===== config.mk =====
export PLATFORM = sky130hd
export DESIGN_NAME = b1_lanes_pipe_flat
export DESIGN_NICKNAME = d
export VERILOG_FILES = /design/src/rtl/b1_pkg.sv /design/src/rtl/b1_lanes_pipe_if.sv /design/src/rtl/b1_pipe_stage.sv /design/src/rtl/b1_lanes_pipe.sv /design/src/flat_wrapper.sv
export SDC_FILE = /design/constraint.sdc
export NUM_CORES = 1
export LEC_CHECK = 0
export ABC_AREA = 1
export BUFFER_PORTS_ARGS = -buffer_cell sky130_fd_sc_hd__buf_4
export CAP_MARGIN = 20
export CORE_UTILIZATION = 40
export CTS_CLUSTER_DIAMETER = 200
export CTS_CLUSTER_SIZE = 10
export DETAILED_ROUTE_END_ITERATION = 8
export PLACE_DENSITY = 0.73
export SYNTH_ARGS = -nofsm -noshare
export SYNTH_HDL_FRONTEND = slang
export SYNTH_SLANG_ARGS = --single-unit

===== constraint.sdc =====
create_clock -name clk -period 1.3 [get_ports clk]
set_input_delay 0.13 -clock clk [delete_from_list [all_inputs] [get_ports clk]]
set_output_delay 0.13 -clock clk [all_outputs]
set_load 0.005 [all_outputs]

===== src/rtl/b1_pkg.sv =====
// Shared types and the per-lane b1 function for the lane-parallel b1 pipeline.
package b1_pkg;

  localparam int unsigned RES_PER_LANE = 4;

  typedef struct packed {
    logic d;
    logic e;
    logic f;
    logic g;
  } b1_res_t;

  function automatic b1_res_t b1_eval(input logic a, input logic b, input logic c);
    b1_res_t r;
    r.d = c;
    r.e = a ^ b;
    r.f = (~a & ~b & c) | (a & b & ~c);
    r.g = ~c;
    return r;
  endfunction

endpackage


===== src/rtl/b1_lanes_pipe_if.sv =====
// Handshake, operand and result bundle between the b1 pipeline and its neighbours.
interface b1_lanes_pipe_if #(
  parameter int unsigned LANES = 4,
  parameter int unsigned CNT_W = 8
);

  logic             flush;
  logic             in_valid;
  logic             in_ready;
  logic [LANES-1:0] pa;
  logic [LANES-1:0] pb;
  logic [LANES-1:0] pc;
  logic             out_valid;
  logic             out_ready;
  logic [LANES-1:0] pd;
  logic [LANES-1:0] pe;
  logic [LANES-1:0] pf;
  logic [LANES-1:0] pg;
  logic [CNT_W-1:0] beat_cnt;

  modport master (
    output flush, in_valid, pa, pb, pc, out_ready,
    input  in_ready, out_valid, pd, pe, pf, pg, beat_cnt
  );

  modport slave (
    input  flush, in_valid, pa, pb, pc, out_ready,
    output in_ready, out_valid, pd, pe, pf, pg, beat_cnt
  );

endinterface


===== src/rtl/b1_pipe_stage.sv =====
// One elastic register stage: a valid bit plus payload, loaded on load_i, valid cleared by clr_i.
module b1_pipe_stage #(
  parameter int unsigned Width = 16
) (
  input  logic             clk_i,
  input  logic             rst_ni,
  input  logic             clr_i,
  input  logic             load_i,
  input  logic             valid_i,
  input  logic [Width-1:0] data_i,
  output logic             valid_o,
  output logic [Width-1:0] data_o
);

  logic             v_q, v_d;
  logic [Width-1:0] data_q, data_d;

  // Clear only drops the valid bit; the payload is left untouched.
  always_comb begin
    v_d    = v_q;
    data_d = data_q;
    if (clr_i) begin
      v_d = 1'b0;
    end else if (load_i) begin
      v_d    = valid_i;
      data_d = data_i;
    end
  end

  always_ff @(posedge clk_i or negedge rst_ni) begin
    if (!rst_ni) begin
      v_q    <= 1'b0;
      data_q <= '0;
    end else begin
      v_q    <= v_d;
      data_q <= data_d;
    end
  end

  assign valid_o = v_q;
  assign data_o  = data_q;

endmodule


===== src/rtl/b1_lanes_pipe.sv =====
// Lane-parallel b1 function feeding a DEPTH-stage elastic pipeline, plus an accepted-beat counter.
module b1_lanes_pipe
  import b1_pkg::*;
#(
  parameter int unsigned LANES = 4,
  parameter int unsigned DEPTH = 2,
  parameter int unsigned CNT_W = 8
) (
  input logic            clk,
  input logic            rst_n,
  b1_lanes_pipe_if.slave bus
);

  localparam int unsigned RES_W = RES_PER_LANE * LANES;

  logic [LANES-1:0] res_d, res_e, res_f, res_g;
  logic [RES_W-1:0] eval_res;

  for (genvar i = 0; i < LANES; i++) begin : g_lane
    b1_res_t r;
    assign r        = b1_eval(bus.pa[i], bus.pb[i], bus.pc[i]);
    assign res_d[i] = r.d;
    assign res_e[i] = r.e;
    assign res_f[i] = r.f;
    assign res_g[i] = r.g;
  end

  assign eval_res = {res_d, res_e, res_f, res_g};

  logic [DEPTH-1:0] v;
  logic [DEPTH-1:0] adv;
  logic             accept;

  // A stage may advance if it is empty or its downstream neighbour advances.
  always_comb begin
    adv          = '0;
    adv[DEPTH-1] = ~v[DEPTH-1] | bus.out_ready;
    for (int k = int'(DEPTH) - 2; k >= 0; k--) begin
      adv[k] = ~v[k] | adv[k+1];
    end
  end

  assign bus.in_ready = adv[0] & ~bus.flush;
  assign accept       = bus.in_valid & bus.in_ready;

  logic [RES_W-1:0] stage_q [DEPTH];

  for (genvar k = 0; k < DEPTH; k++) begin : g_stage
    logic             up_v;
    logic [RES_W-1:0] up_data;

    if (k == 0) begin : g_head
      assign up_v    = accept;
      assign up_data = eval_res;
    end else begin : g_body
      assign up_v    = v[k-1];
      assign up_data = stage_q[k-1];
    end

    b1_pipe_stage #(
      .Width (RES_W)
    ) u_stage (
      .clk_i   (clk),
      .rst_ni  (rst_n),
      .clr_i   (bus.flush),
      .load_i  (adv[k]),
      .valid_i (up_v),
      .data_i  (up_data),
      .valid_o (v[k]),
      .data_o  (stage_q[k])
    );
  end

  assign bus.out_valid                      = v[DEPTH-1];
  assign {bus.pd, bus.pe, bus.pf, bus.pg}   = stage_q[DEPTH-1];

  logic [CNT_W-1:0] cnt_q, cnt_d;

  always_comb begin
    cnt_d = cnt_q;
    if (accept) begin
      cnt_d = cnt_q + CNT_W'(1);
    end
  end

  always_ff @(posedge clk or negedge rst_n) begin
    if (!rst_n) begin
      cnt_q <= '0;
    end else begin
      cnt_q <= cnt_d;
    end
  end

  assign bus.beat_cnt = cnt_q;

endmodule


===== src/flat_wrapper.sv =====
// flat-port wrapper written by rule: the top's interface ports become plain ports
module b1_lanes_pipe_flat import b1_pkg::*;
#(
  parameter int unsigned LANES = 4,
  parameter int unsigned DEPTH = 2,
  parameter int unsigned CNT_W = 8
)
  (clk, rst_n, bus_flush, bus_in_valid, bus_pa, bus_pb, bus_pc, bus_out_ready, bus_in_ready, bus_out_valid, bus_pd, bus_pe, bus_pf, bus_pg, bus_beat_cnt);
  b1_lanes_pipe_if #(.LANES(LANES), .CNT_W(CNT_W)) bus_i ();
  input logic clk;
  input logic rst_n;
  input wire logic [$bits(bus_i.flush)-1:0] bus_flush;
  input wire logic [$bits(bus_i.in_valid)-1:0] bus_in_valid;
  input wire logic [$bits(bus_i.pa)-1:0] bus_pa;
  input wire logic [$bits(bus_i.pb)-1:0] bus_pb;
  input wire logic [$bits(bus_i.pc)-1:0] bus_pc;
  input wire logic [$bits(bus_i.out_ready)-1:0] bus_out_ready;
  output wire logic [$bits(bus_i.in_ready)-1:0] bus_in_ready;
  output wire logic [$bits(bus_i.out_valid)-1:0] bus_out_valid;
  output wire logic [$bits(bus_i.pd)-1:0] bus_pd;
  output wire logic [$bits(bus_i.pe)-1:0] bus_pe;
  output wire logic [$bits(bus_i.pf)-1:0] bus_pf;
  output wire logic [$bits(bus_i.pg)-1:0] bus_pg;
  output wire logic [$bits(bus_i.beat_cnt)-1:0] bus_beat_cnt;
  assign bus_i.flush = bus_flush;
  assign bus_i.in_valid = bus_in_valid;
  assign bus_i.pa = bus_pa;
  assign bus_i.pb = bus_pb;
  assign bus_i.pc = bus_pc;
  assign bus_i.out_ready = bus_out_ready;
  assign bus_in_ready = bus_i.in_ready;
  assign bus_out_valid = bus_i.out_valid;
  assign bus_pd = bus_i.pd;
  assign bus_pe = bus_i.pe;
  assign bus_pf = bus_i.pf;
  assign bus_pg = bus_i.pg;
  assign bus_beat_cnt = bus_i.beat_cnt;
  b1_lanes_pipe #(.LANES(LANES), .DEPTH(DEPTH), .CNT_W(CNT_W)) u_core (.clk(clk), .rst_n(rst_n), .bus(bus_i));
endmodule

==> flow_metrics.py <==
metrics = {
    "status": {
        "run_status": "finished, final reports clean",
    },
    "worst_setup_path": {
        "slowest_stage": "sky130_fd_sc_hd__dfrtp_1",
        "setup.worst_path.start_class": "register",
        "timing.critical_path.cells": "nand3_4 -> nand2_8 -> inv_12 -> buf_4",
        "timing_worst_setup_path_type": "reg -> out",
        "crit_path_max_fanout": 7,
        "slowest_delay_ns": 0.40,
        "crit_required_ns": 1.17,
        "worst_setup_path_end_kind": "output pin",
        "critPathArrivalTime_ns": 1.10,
    },
    "drt": {
        "met3_length_um": 189,
        "drcViolationCount": 0,
        "sum_of_routed_wire_segments_on_met1_mm": 1.80,
        "dr.pass1.iters": 4,
        "antenna_left": 0,
        "detailroute.wirelength.met2_mm": 1.70,
        "postRouteWirelength_mm": 3.71,
        "via_count": 1514,
        "routed_wire_length_per_instance_um": 11.0,
        "dr.max_layer_used": "met4",
        "iter_0_drt_violations": 47,
        "drt_via_density": 4.51,
    },
    "global_routing": {
        "remaining_overflow_grt": 0,
        "grt_first_pass_wirelength_mm": 6.47,
        "grt_max_degree": 43,
        "number_of_antenna_violations_at_the_first_check_in_global_routing": 0,
        "grtUsageTotal_pct": 15.9,
        "grt_pass1_vias": 1453,
    },
    "floorplanning": {
        "initial_core_util_pct": 42.2,
        "die_h_um": 73.0,
        "core_area_mm2": 0.00479,
        "fp.dieW_um": 73.0,
        "placementRows": 25,
        "pin_count": 43,
        "die_footprint_mm2": 0.00533,
    },
    "clock_network": {
        "clkTransAtPathRegs_ns": 0.08,
        "cts.path.max_buffers": 2,
        "cts_num_sinks": 42,
        "root_cell_of_the_clock_tree": "sky130_fd_sc_hd__clkbuf_8",
        "clock_tree_from_tritoncts": "built",
        "cts.htree.levels": 2,
        "cts_buffer_count": 5,
        "clock_latency_ns": 0.29,
    },
    "placed_design": {
        "place_congestion": 0.816,
        "dp_worst_setup_slack_ns": 0.0929,
        "hpwlAfterDp_mm": 2.52,
        "port_buffers": 42,
        "post_dp_cell_area_mm2": 0.00235,
        "dp_cells": 320,
    },
    "power": {
        "p_leak_nw": 1.31,
        "power_mw": 3.29,
        "cellPowerDensity_mw_per_mm2": 1300,
        "power.ir.vdd_worst_mv": 0.672,
    },
    "layout": {
        "antennaDiodeCount": 0,
        "final_net_count": 294,
        "mostFrequentLayoutCells": "59 x sky130_fd_sc_hd__nand2_1, 48 x sky130_fd_sc_hd__buf_4, 42 x sky130_fd_sc_hd__dfrtp_1, 32 x sky130_fd_sc_hd__inv_1",
        "layout-area-overhead-vs-synth_pct": 25.1,
        "final-instance-count-excl-fill": 336,
        "multiInputGateArea_um2": 778,
        "postLayoutCellArea_mm2": 0.00252,
        "mostFrequentLayoutCell": "sky130_fd_sc_hd__nand2_1",
        "fillerInstances": 469,
        "share_of_layout_cells_above_drive_strength_1_pct": 30.9,
        "sequential_cell_area_mm2": 0.00105,
    },
    "timing": {
        "grt_setup_unrepaired": "no",
        "max_slew_margin_pct": 64.8,
        "final_period_minus_worst_setup_slack_ns": 1.23,
        "fin_crit_sh_pct": 94.4,
        "worst_pin_slew_ns": 0.528,
        "finalHoldViolCount": 0,
        "setup_viol": 0,
        "timing.final.ws_setup_ns": 0.0727,
        "fmax_mhz": 815,
        "finalClockSkew_ns": 0.00942,
        "totalNegativeSetupSlack_ns": 0,
        "pins_over_their_slew_limit": 0,
    },
    "logic_synthesis": {
        "synth_sequential_area_ratio_pct": 52.1,
        "ys_warn_count": 0,
        "syn_inst": 216,
        "synth-seq-cells": 42,
        "postSynthNetCount": 242,
        "synth.cell_area_mm2": 0.00202,
        "syn_area_per_cell_um2": 9.34,
        "synth_cell_type_count": 22,
    },
    "min_path": {
        "hold_path_class": "in -> reg",
    },
    "job": {
        "max_cap_violations": 0,
    },
}
[power breakdown]
group / leakage (nW) / internal, mW / switching (mW) / total (mW)
registers: 0.527 / 1.50 / 0.169 / 1.67
clock network: 0.0452 / 0.379 / 0.456 / 0.835
logic: 0.736 / 0.405 / 0.377 / 0.782
total: 1.31 / 2.29 / 1.00 / 3.29
[cell usage after synthesis]
master | number | area, um2
sky130_fd_sc_hd__inv_4 | 1 | 6.26
sky130_fd_sc_hd__nor2_1 | 4 | 15.0
sky130_fd_sc_hd__xor2_1 | 2 | 17.5
sky130_fd_sc_hd__buf_6 | 1 | 11.3
sky130_fd_sc_hd__o21ai_2 | 12 | 105
sky130_fd_sc_hd__nand2_4 | 2 | 22.5
sky130_fd_sc_hd__dfrtp_1 | 42 | 1050
sky130_fd_sc_hd__o21a_1 | 1 | 7.51
sky130_fd_sc_hd__nand2_2 | 8 | 50.1
sky130_fd_sc_hd__ha_1 | 9 | 113
sky130_fd_sc_hd__inv_2 | 1 | 3.75
sky130_fd_sc_hd__nand3_1 | 8 | 40.0
sky130_fd_sc_hd__nand3_2 | 2 | 20.0
sky130_fd_sc_hd__inv_6 | 1 | 8.76
sky130_fd_sc_hd__o21bai_1 | 3 | 22.5
sky130_fd_sc_hd__inv_1 | 32 | 120
sky130_fd_sc_hd__buf_4 | 2 | 15.0
sky130_fd_sc_hd__o21ai_0 | 10 | 50.1
sky130_fd_sc_hd__nand2_1 | 59 | 221
sky130_fd_sc_hd__xnor2_1 | 2 | 17.5
sky130_fd_sc_hd__buf_12 | 2 | 40.0
sky130_fd_sc_hd__o21ai_1 | 12 | 60.1
[cell type report]
| cell class | instances | share of cell area (%) |
|---|---|---|
| multi-input combinational | 134 | 30.8 |
| clock buffer | 6 | 2.87 |
| sequential | 42 | 41.6 |
| timing repair buffer | 49 | 14.7 |
| clock inverter | 2 | 0.545 |
| timing repair inverter | 1 | 0.347 |
| inverter | 35 | 5.80 |
| tap | 67 | 3.32 |
[through the flow]
| stage | hold slack (ns) | util, % |
|---|---|---|
| CTS | 0.0571 | 52.0 |
| detailed placement | 0.155 | 49.1 |
| floorplan | -0.166 | - |
| finish | 0.0650 | 52.8 |
| global placement | 0.147 | 49.1 |
| global route | 0.0688 | 52.8 |
[critical path: cells and delay by family (launching register included)]
| kind | cells | cell delay [ns] |
|---|---|---|
| flip-flops | 1 | 0.40 |
| AND/OR/NAND/NOR | 2 | 0.25 |
| buffers and inverters | 2 | 0.16 |
[final timing paths]
check                                                     from                                   end  slack (ns)  depth (start not counted)
setup reg to reg             u_core.g_stage[1].u_stage.valid_o   u_core.g_stage[1].u_stage.data_o[8]        0.12                          5
hold reg to reg            u_core.g_stage[1].u_stage.data_o[0]   u_core.g_stage[1].u_stage.data_o[0]        0.49                          2
hold / removal                                       bus_pc[0]  u_core.g_stage[0].u_stage.data_o[12]        0.06                          3
max in group asynchronous                                rst_n                u_core.bus.beat_cnt[7]        0.57                          2
min in group asynchronous                                rst_n     u_core.g_stage[1].u_stage.valid_o        0.36                          2
setup / recovery             u_core.g_stage[1].u_stage.valid_o                          bus_in_ready        0.07                          4
[logic make-up after synthesis]
| group | share of synthesized area, % |
|---|---|
| xor+xnor | 1.74 |
| buf+inv | 10.2 |
| compound gates | 12.2 |
| flops | 52.1 |
| fa+ha+maj | 5.58 |
| simple gates | 18.3 |
[flip-flops by register name, summed over array words and instances, names as in the netlist]
register / flops
u_core.g_stage.u_stage.valid_o: 2
u_core.bus.beat_cnt: 8
u_core.g_stage.u_stage.data_o: 32
[what timing repair did]
item | CTS | global route
hold buffers | 1 | 0
buffers inserted | 1 | 5
gates cloned | 1 | 0
resized for setup | 4 | 0
pin swaps | 2 | 2
endpoints found under the hold margin | 42 | 0
endpoints found under the setup margin | 1 | 1
[routing by layer]
layer,up-vias,track usage [%]
met5,-,0
met4,0,4.58
met3,2,4.70
met2,37,26.1
met1,702,20.3
li1,773,-
Power figures use the tool's default switching activity.
